### src/rtl/mega_regs_wb_arb_if.sv
// rtl/mega_regs_wb_arb_if.sv - write-port request/response bundle between core sources and the register-file arbiter
//
// Purpose: groups the three write sources and the register-file write port.
// The ALU source is alu_we/wa/wm/wd, with alu_stall returned.
// The load source is ld_req/wa/wm/wd, with ld_ack returned.
// The debug source is dbg_req/wa/wm/wd, with dbg_ack returned.
// The register-file write port is rda/rd/rdw/rdm.
// busy and err_alu_override report status.
// master: core/LSU/debug side (drives requests).
// slave: arbiter side (drives write port, acks, status).
interface mega_regs_wb_arb_if;
    logic        alu_we;
    logic [4:0]  alu_wa;
    logic        alu_wm;
    logic [15:0] alu_wd;
    logic        alu_stall;
    logic        ld_req;
    logic [4:0]  ld_wa;
    logic        ld_wm;
    logic [15:0] ld_wd;
    logic        ld_ack;
    logic        dbg_req;
    logic [4:0]  dbg_wa;
    logic        dbg_wm;
    logic [15:0] dbg_wd;
    logic        dbg_ack;
    logic [4:0]  rda;
    logic [15:0] rd;
    logic        rdw;
    logic        rdm;
    logic        busy;
    logic        err_alu_override;

    modport master (
        output alu_we, alu_wa, alu_wm, alu_wd,
        output ld_req, ld_wa, ld_wm, ld_wd,
        output dbg_req, dbg_wa, dbg_wm, dbg_wd,
        input  alu_stall, ld_ack, dbg_ack,
        input  rda, rd, rdw, rdm, busy, err_alu_override
    );

    modport slave (
        input  alu_we, alu_wa, alu_wm, alu_wd,
        input  ld_req, ld_wa, ld_wm, ld_wd,
        input  dbg_req, dbg_wa, dbg_wm, dbg_wd,
        output alu_stall, ld_ack, dbg_ack,
        output rda, rd, rdw, rdm, busy, err_alu_override
    );
endinterface

### src/rtl/mega_regs_wb_arb.sv
// rtl/mega_regs_wb_arb.sv - register-file write-port arbiter with post-reset zero-fill and load starvation control
//
// Purpose: shares the single 32x8 register-file write port among three sources.
// Fixed priority is ALU > load > debug.
// After reset, zero-fills the file with 16 word writes.
// Ports:
//   clk - core clock.
//   rst - asynchronous active-low reset.
//   bus - mega_regs_wb_arb_if.slave, carrying the requests, the write port and the status.
module mega_regs_wb_arb #(
    parameter string CLEAR_ON_RESET = "TRUE",
    parameter int    STARVE_LIMIT   = 4
) (
    input  logic                     clk,
    input  logic                     rst,
    mega_regs_wb_arb_if.slave        bus
);
    localparam bit         CLR_EN = (CLEAR_ON_RESET == "TRUE");
    localparam logic [3:0] LIMIT  = 4'(STARVE_LIMIT);

    typedef enum logic {S_CLEAR, S_RUN} state_t;

    state_t      state_q, state_d;
    // Bit 4 marks the extra idle cycle after pair 15, where busy drops with rdw=0.
    logic [4:0]  clr_cnt_q, clr_cnt_d;
    logic [3:0]  starve_cnt_q, starve_cnt_d;
    logic [4:0]  rda_q, rda_d;
    logic [15:0] rd_q, rd_d;
    logic        rdw_q, rdw_d;
    logic        rdm_q, rdm_d;
    logic        ld_ack_q, ld_ack_d;
    logic        dbg_ack_q, dbg_ack_d;
    logic        alu_stall_q, alu_stall_d;
    logic        busy_q, busy_d;
    logic        err_q, err_d;
    logic        ld_elig, dbg_elig;
    logic        grant_alu, grant_ld, grant_dbg;

    always_comb begin
        state_d      = state_q;
        clr_cnt_d    = clr_cnt_q;
        starve_cnt_d = starve_cnt_q;
        rda_d        = rda_q;
        rd_d         = rd_q;
        rdm_d        = rdm_q;
        rdw_d        = 1'b0;
        ld_ack_d     = 1'b0;
        dbg_ack_d    = 1'b0;
        alu_stall_d  = alu_stall_q;
        busy_d       = busy_q;
        err_d        = err_q;
        // A request whose ack is showing this cycle is the one just written;
        // skipping it lets the requester drop req without a double write.
        ld_elig      = bus.ld_req && !ld_ack_q;
        dbg_elig     = bus.dbg_req && !dbg_ack_q;
        grant_alu    = 1'b0;
        grant_ld     = 1'b0;
        grant_dbg    = 1'b0;

        unique case (state_q)
            S_CLEAR: begin
                if (clr_cnt_q[4]) begin
                    state_d   = S_RUN;
                    busy_d    = 1'b0;
                    clr_cnt_d = '0;
                end else begin
                    rdw_d     = 1'b1;
                    rdm_d     = 1'b1;
                    rda_d     = {1'b0, clr_cnt_q[3:0]};
                    rd_d      = '0;
                    clr_cnt_d = clr_cnt_q + 5'd1;
                end
            end
            S_RUN: begin
                grant_alu = bus.alu_we;
                grant_ld  = !grant_alu && ld_elig;
                grant_dbg = !grant_alu && !grant_ld && dbg_elig;

                if (grant_alu) begin
                    rdw_d = 1'b1;
                    rda_d = bus.alu_wa;
                    rdm_d = bus.alu_wm;
                    rd_d  = bus.alu_wd;
                end else if (grant_ld) begin
                    rdw_d    = 1'b1;
                    rda_d    = bus.ld_wa;
                    rdm_d    = bus.ld_wm;
                    rd_d     = bus.ld_wd;
                    ld_ack_d = 1'b1;
                end else if (grant_dbg) begin
                    rdw_d     = 1'b1;
                    rda_d     = bus.dbg_wa;
                    rdm_d     = bus.dbg_wm;
                    rd_d      = bus.dbg_wd;
                    dbg_ack_d = 1'b1;
                end

                // Saturating so a long stall cannot wrap the counter below the limit.
                if (grant_ld || !bus.ld_req) begin
                    starve_cnt_d = '0;
                end else if (ld_elig && (starve_cnt_q != 4'hF)) begin
                    starve_cnt_d = starve_cnt_q + 4'd1;
                end

                if (ld_ack_q) begin
                    alu_stall_d = 1'b0;
                end else if (starve_cnt_q >= LIMIT) begin
                    alu_stall_d = 1'b1;
                end

                // The ALU write still wins; we only record that the core ignored the stall.
                if (bus.alu_we && alu_stall_q) begin
                    err_d = 1'b1;
                end
            end
        endcase
    end

    always_ff @(posedge clk or negedge rst) begin
        if (!rst) begin
            state_q      <= CLR_EN ? S_CLEAR : S_RUN;
            clr_cnt_q    <= '0;
            starve_cnt_q <= '0;
            rda_q        <= '0;
            rd_q         <= '0;
            rdw_q        <= 1'b0;
            rdm_q        <= 1'b0;
            ld_ack_q     <= 1'b0;
            dbg_ack_q    <= 1'b0;
            alu_stall_q  <= 1'b0;
            busy_q       <= CLR_EN;
            err_q        <= 1'b0;
        end else begin
            state_q      <= state_d;
            clr_cnt_q    <= clr_cnt_d;
            starve_cnt_q <= starve_cnt_d;
            rda_q        <= rda_d;
            rd_q         <= rd_d;
            rdw_q        <= rdw_d;
            rdm_q        <= rdm_d;
            ld_ack_q     <= ld_ack_d;
            dbg_ack_q    <= dbg_ack_d;
            alu_stall_q  <= alu_stall_d;
            busy_q       <= busy_d;
            err_q        <= err_d;
        end
    end

    assign bus.rda              = rda_q;
    assign bus.rd               = rd_q;
    assign bus.rdw              = rdw_q;
    assign bus.rdm              = rdm_q;
    assign bus.ld_ack           = ld_ack_q;
    assign bus.dbg_ack          = dbg_ack_q;
    assign bus.alu_stall        = alu_stall_q;
    assign bus.busy             = busy_q;
    assign bus.err_alu_override = err_q;
endmodule

### src/flat_wrapper.sv
// flat-port wrapper written by rule: the top's interface ports become plain ports
module mega_regs_wb_arb_flat 
#(
    parameter string CLEAR_ON_RESET = "    ",
    parameter int    STARVE_LIMIT   = 4
)
  (clk, rst, bus_alu_we, bus_alu_wa, bus_alu_wm, bus_alu_wd, bus_ld_req, bus_ld_wa, bus_ld_wm, bus_ld_wd, bus_dbg_req, bus_dbg_wa, bus_dbg_wm, bus_dbg_wd, bus_alu_stall, bus_ld_ack, bus_dbg_ack, bus_rda, bus_rd, bus_rdw, bus_rdm, bus_busy, bus_err_alu_override);
  mega_regs_wb_arb_if bus_i ();
  input  logic clk;
  input  logic rst;
  input wire logic [$bits(bus_i.alu_we)-1:0] bus_alu_we;
  input wire logic [$bits(bus_i.alu_wa)-1:0] bus_alu_wa;
  input wire logic [$bits(bus_i.alu_wm)-1:0] bus_alu_wm;
  input wire logic [$bits(bus_i.alu_wd)-1:0] bus_alu_wd;
  input wire logic [$bits(bus_i.ld_req)-1:0] bus_ld_req;
  input wire logic [$bits(bus_i.ld_wa)-1:0] bus_ld_wa;
  input wire logic [$bits(bus_i.ld_wm)-1:0] bus_ld_wm;
  input wire logic [$bits(bus_i.ld_wd)-1:0] bus_ld_wd;
  input wire logic [$bits(bus_i.dbg_req)-1:0] bus_dbg_req;
  input wire logic [$bits(bus_i.dbg_wa)-1:0] bus_dbg_wa;
  input wire logic [$bits(bus_i.dbg_wm)-1:0] bus_dbg_wm;
  input wire logic [$bits(bus_i.dbg_wd)-1:0] bus_dbg_wd;
  output wire logic [$bits(bus_i.alu_stall)-1:0] bus_alu_stall;
  output wire logic [$bits(bus_i.ld_ack)-1:0] bus_ld_ack;
  output wire logic [$bits(bus_i.dbg_ack)-1:0] bus_dbg_ack;
  output wire logic [$bits(bus_i.rda)-1:0] bus_rda;
  output wire logic [$bits(bus_i.rd)-1:0] bus_rd;
  output wire logic [$bits(bus_i.rdw)-1:0] bus_rdw;
  output wire logic [$bits(bus_i.rdm)-1:0] bus_rdm;
  output wire logic [$bits(bus_i.busy)-1:0] bus_busy;
  output wire logic [$bits(bus_i.err_alu_override)-1:0] bus_err_alu_override;
  assign bus_i.alu_we = bus_alu_we;
  assign bus_i.alu_wa = bus_alu_wa;
  assign bus_i.alu_wm = bus_alu_wm;
  assign bus_i.alu_wd = bus_alu_wd;
  assign bus_i.ld_req = bus_ld_req;
  assign bus_i.ld_wa = bus_ld_wa;
  assign bus_i.ld_wm = bus_ld_wm;
  assign bus_i.ld_wd = bus_ld_wd;
  assign bus_i.dbg_req = bus_dbg_req;
  assign bus_i.dbg_wa = bus_dbg_wa;
  assign bus_i.dbg_wm = bus_dbg_wm;
  assign bus_i.dbg_wd = bus_dbg_wd;
  assign bus_alu_stall = bus_i.alu_stall;
  assign bus_ld_ack = bus_i.ld_ack;
  assign bus_dbg_ack = bus_i.dbg_ack;
  assign bus_rda = bus_i.rda;
  assign bus_rd = bus_i.rd;
  assign bus_rdw = bus_i.rdw;
  assign bus_rdm = bus_i.rdm;
  assign bus_busy = bus_i.busy;
  assign bus_err_alu_override = bus_i.err_alu_override;
  mega_regs_wb_arb #(.CLEAR_ON_RESET(CLEAR_ON_RESET), .STARVE_LIMIT(STARVE_LIMIT)) u_core (.clk(clk), .rst(rst), .bus(bus_i));
endmodule
### config.mk
export PLATFORM = sky130hd
export DESIGN_NAME = mega_regs_wb_arb_flat
export DESIGN_NICKNAME = d
export VERILOG_FILES = /design/src/rtl/mega_regs_wb_arb_if.sv /design/src/rtl/mega_regs_wb_arb.sv /design/src/flat_wrapper.sv
export SDC_FILE = /design/constraint.sdc
export NUM_CORES = 1
export LEC_CHECK = 0
export ABC_AREA = 1
export CAP_MARGIN = 20
export CORE_ASPECT_RATIO = 1.4
export CORE_MARGIN = 4
export CORE_UTILIZATION = 40
export DETAILED_ROUTE_END_ITERATION = 10
export PLACE_DENSITY_LB_ADDON = 0.15
export SYNTH_ARGS = -nofsm -noshare
export SYNTH_HDL_FRONTEND = slang
export SYNTH_SLANG_ARGS = --single-unit
### constraint.sdc
create_clock -name clk -period 1.8 [get_ports clk]
set_input_delay 0.27 -clock clk [delete_from_list [all_inputs] [get_ports clk]]
set_output_delay 0.27 -clock clk [all_outputs]
set_load 0.005 [all_outputs]
==> metrics.cfg <==
[outcome]
outcome=finished clean

[global_route]
overflow=0
antenna_found_initial=0
grt_pass1_wl_um=9220
met1_usage=0.209
use_met3=0.0433
grt_usage=0.193
grt_util_met2=0.350
top_usage_layer=met2
grt_pass1_vias=2130
grt_max_degree=38

[timing]
finalHoldViolations=0
rsz0062_at_grt=no
finalClockSkew_ns=0.00645
max_freq_mhz=671
period_needed_ns=1.49
post-route-period-util=0.828
setup_viol=0
whs_ns=0.0254
maxSlewViolCount=0

[place]
io_buffers=97
dp_hpwl_um=4420
place_inst=432
place.gp.congestion=0.825

[worst_setup_path]
crit_path_max_fanout=6
worstPathRequired_ns=2.02
crit_top_cell=nand2_1
cpMaxStageDelayCell=clkdlybuf4s50_1
worstRegToRegCells=7
worst_setup_path_start_kind=input port
critPathBufInv=2
rr_endpoint=u_core.bus.rd[8]
r2r_slack_ns=0.37
critPathArrivalTime_ns=1.71
cp_cell_sequence=clkdlybuf4s50_1 -> inv_2 -> nand3_1 -> nand2_1 -> o21ai_0 -> nand2_1 -> nand2_1
end_kind=flop
critPathMaxStageDelay_ns=0.64
crit_type=in -> reg
path_delay_family=buffers and inverters
reg2reg_from=u_core.bus.ld_ack

[yosys]
synth_simple_gate_area_share=0.411
synthCells=277
synth_nets=350
netlist_area_mm2=0.00200
synth_top_family_by_area=simple AND/OR/NAND/NOR gates
synthAdderAreaFrac=0.0125
synth_compound_area_frac=0.0401
synthMuxAreaShare=0
ys_ff_latch=37
ys_types=28
ys_warn_count=0
ys_seq_area_frac=0.464
synth_xor_area_frac=0.00877
syn_area_per_cell_um2=7.21

[route]
firstDrtPassIters=4
drc=0
ant_nets=0
vias=2119
routed_wl_um=5760
wl_per_cell_um=13.1
first_iter_violations=111
viasPerCell=4.82

[clock_tree]
ctsHoldBuffers=0
path_clk_slew_ns=0.08
clock_path_buffers=2
cts_setup_buffers=0
clk_latency_ns=0.28
cts_num_sinks=37
cts_resized=0
htreeDepth=2
numCtsBuffers=5
tritoncts=built
clock-root-buffer=clkbuf_8

[die]
pin_count=99
die_w_um=67.7
fp-row-count=30
core_mm2=0.00484
die_y_um=91.6
design.die.area_mm2=0.00620
start_util=0.412

[cells_and_area]
area_growth_pct=56.4
nets=448
final_util=0.645
n_antenna_cell=0
drive_gt1_frac=0.0745
fillers=441
final_cell_count_no_fill=440

[flow_run]
drv_cap=0

[hold_path]
hold_class=in -> async

[power]
power_density_mw_per_mm2=717
leakage_nw=1.49
power.total_w=0.00224
vdd.ir_drop.worst_mv=0.478

## cell usage after synthesis
master    instances  area, um^2
a21oi_1           4        20.0
a22o_1            1        8.76
a22oi_1           1        7.51
a31o_2            1        8.76
buf_1             2        7.51
buf_2             2        10.0
buf_4             3        22.5
buf_6             2        22.5
clkbuf_1          1        3.75
conb_1            1        3.75
dfrtp_1          36         901
dfstp_2           1        26.3
ha_1              2        25.0
inv_1             9        33.8
inv_2             6        22.5
nand2_1         149         559
nand2_2           5        31.3
nand3_1          29         145
nand3_4           1        17.5
nand4_1           3        18.8
nor2_1            7        26.3
nor2_2            1        6.26
nor2_4            1        11.3
nor3_1            1        5.00
o21ai_0           3        15.0
o22ai_1           2        12.5
o31ai_1           1        7.51
xor2_1            2        17.5
## cells by family after synthesis
logic type | Yosys count
simple gates | 197
buf+inv | 25
xor+xnor | 2
fa+ha+maj | 2
other cells | 1
compound gates | 13
flops | 37
## stage by stage
| step | cell area, um^2 | setup TNS (ns) | worst slack (ns) |
|---|---|---|---|
| floorplan | 2000 | 0 | 0.486 |
| global placement | 3010 | 0 | 0.0246 |
| detailed placement | 3010 | -0.0352 | -0.0144 |
| CTS | 3120 | 0 | 0.288 |
| global route | 3120 | 0 | 0.0815 |
| finish | 3120 | 0 | 0.309 |
## worst register-to-register path: cells and delay by family (launching register included)
family                 cells  cell delay (ns)
AND/OR/NAND/NOR            6             0.86
flip-flops                 1             0.42
buffers and inverters      1             0.10
## cell usage in the layout, fill, tap and decap left out, drive strengths merged
master and count:
a21oi 4, a22o 1, a22oi 1, a31o 1, buf 5, bufinv 1
clkbuf 7, clkdlybuf4s50 96, conb 1, dfrtp 36, dfstp 1, ha 2
inv 15, nand2 154, nand3 30, nand4 3, nor2 9, nor3 1
o21ai 3, o22ai 2, o31ai 1, xor2 2
## registers in the layout (all words and copies together), names as in the netlist
signal / count
u_core.bus.rdw: 1
u_core.starve_cnt_q: 4
u_core.bus.rd: 16
u_core.bus.err_alu_override: 1
u_core.clr_cnt_q: 5
u_core.bus.rda: 5
u_core.bus.alu_stall: 1
u_core.bus.rdm: 1
u_core.bus.ld_ack: 1
u_core.bus.dbg_ack: 1
u_core.state_q: 1
## how the worst max path moves through the flow
stage	from	to	slack, ns	cells after the start
after floorplan	u_core.state_q	u_core.bus.rda[2]	0.49	8
after global placement	bus_ld_req	u_core.bus.rda[2]	0.02	7
after detailed placement	bus_alu_we	u_core.bus.rd[0]	-0.01	8
after CTS	bus_alu_we	u_core.bus.rd[0]	0.29	8
after global routing	bus_alu_we	u_core.starve_cnt_q[2]	0.08	7
final	bus_alu_we	u_core.starve_cnt_q[0]	0.31	7
## routing by layer
layer	vias to the layer above	wire (um)
met5	-	0
met4	0	125
met3	10	437
met2	76	2970
met1	965	2230
li1	1068	-
## report_power, final
part	internal, W	switching (W)	leakage [nW]
Combinational	0.000327	0.000213	0.971
Clock	0.000452	0.000293	0.0585
Sequential	0.000909	0.0000450	0.462
Total	0.00169	0.000551	1.49
## final cells by class
cell class,count,area [um^2],area share
sequential,37,927,0.297
clock buffer,7,86.3,0.0276
clock inverter,1,30.0,0.00962
inverter,15,56.3,0.0180
multi-input combinational,215,947,0.303
tap,64,80.1,0.0256
timing repair buffer,101,996,0.319
(Power assumes the default switching activity.)
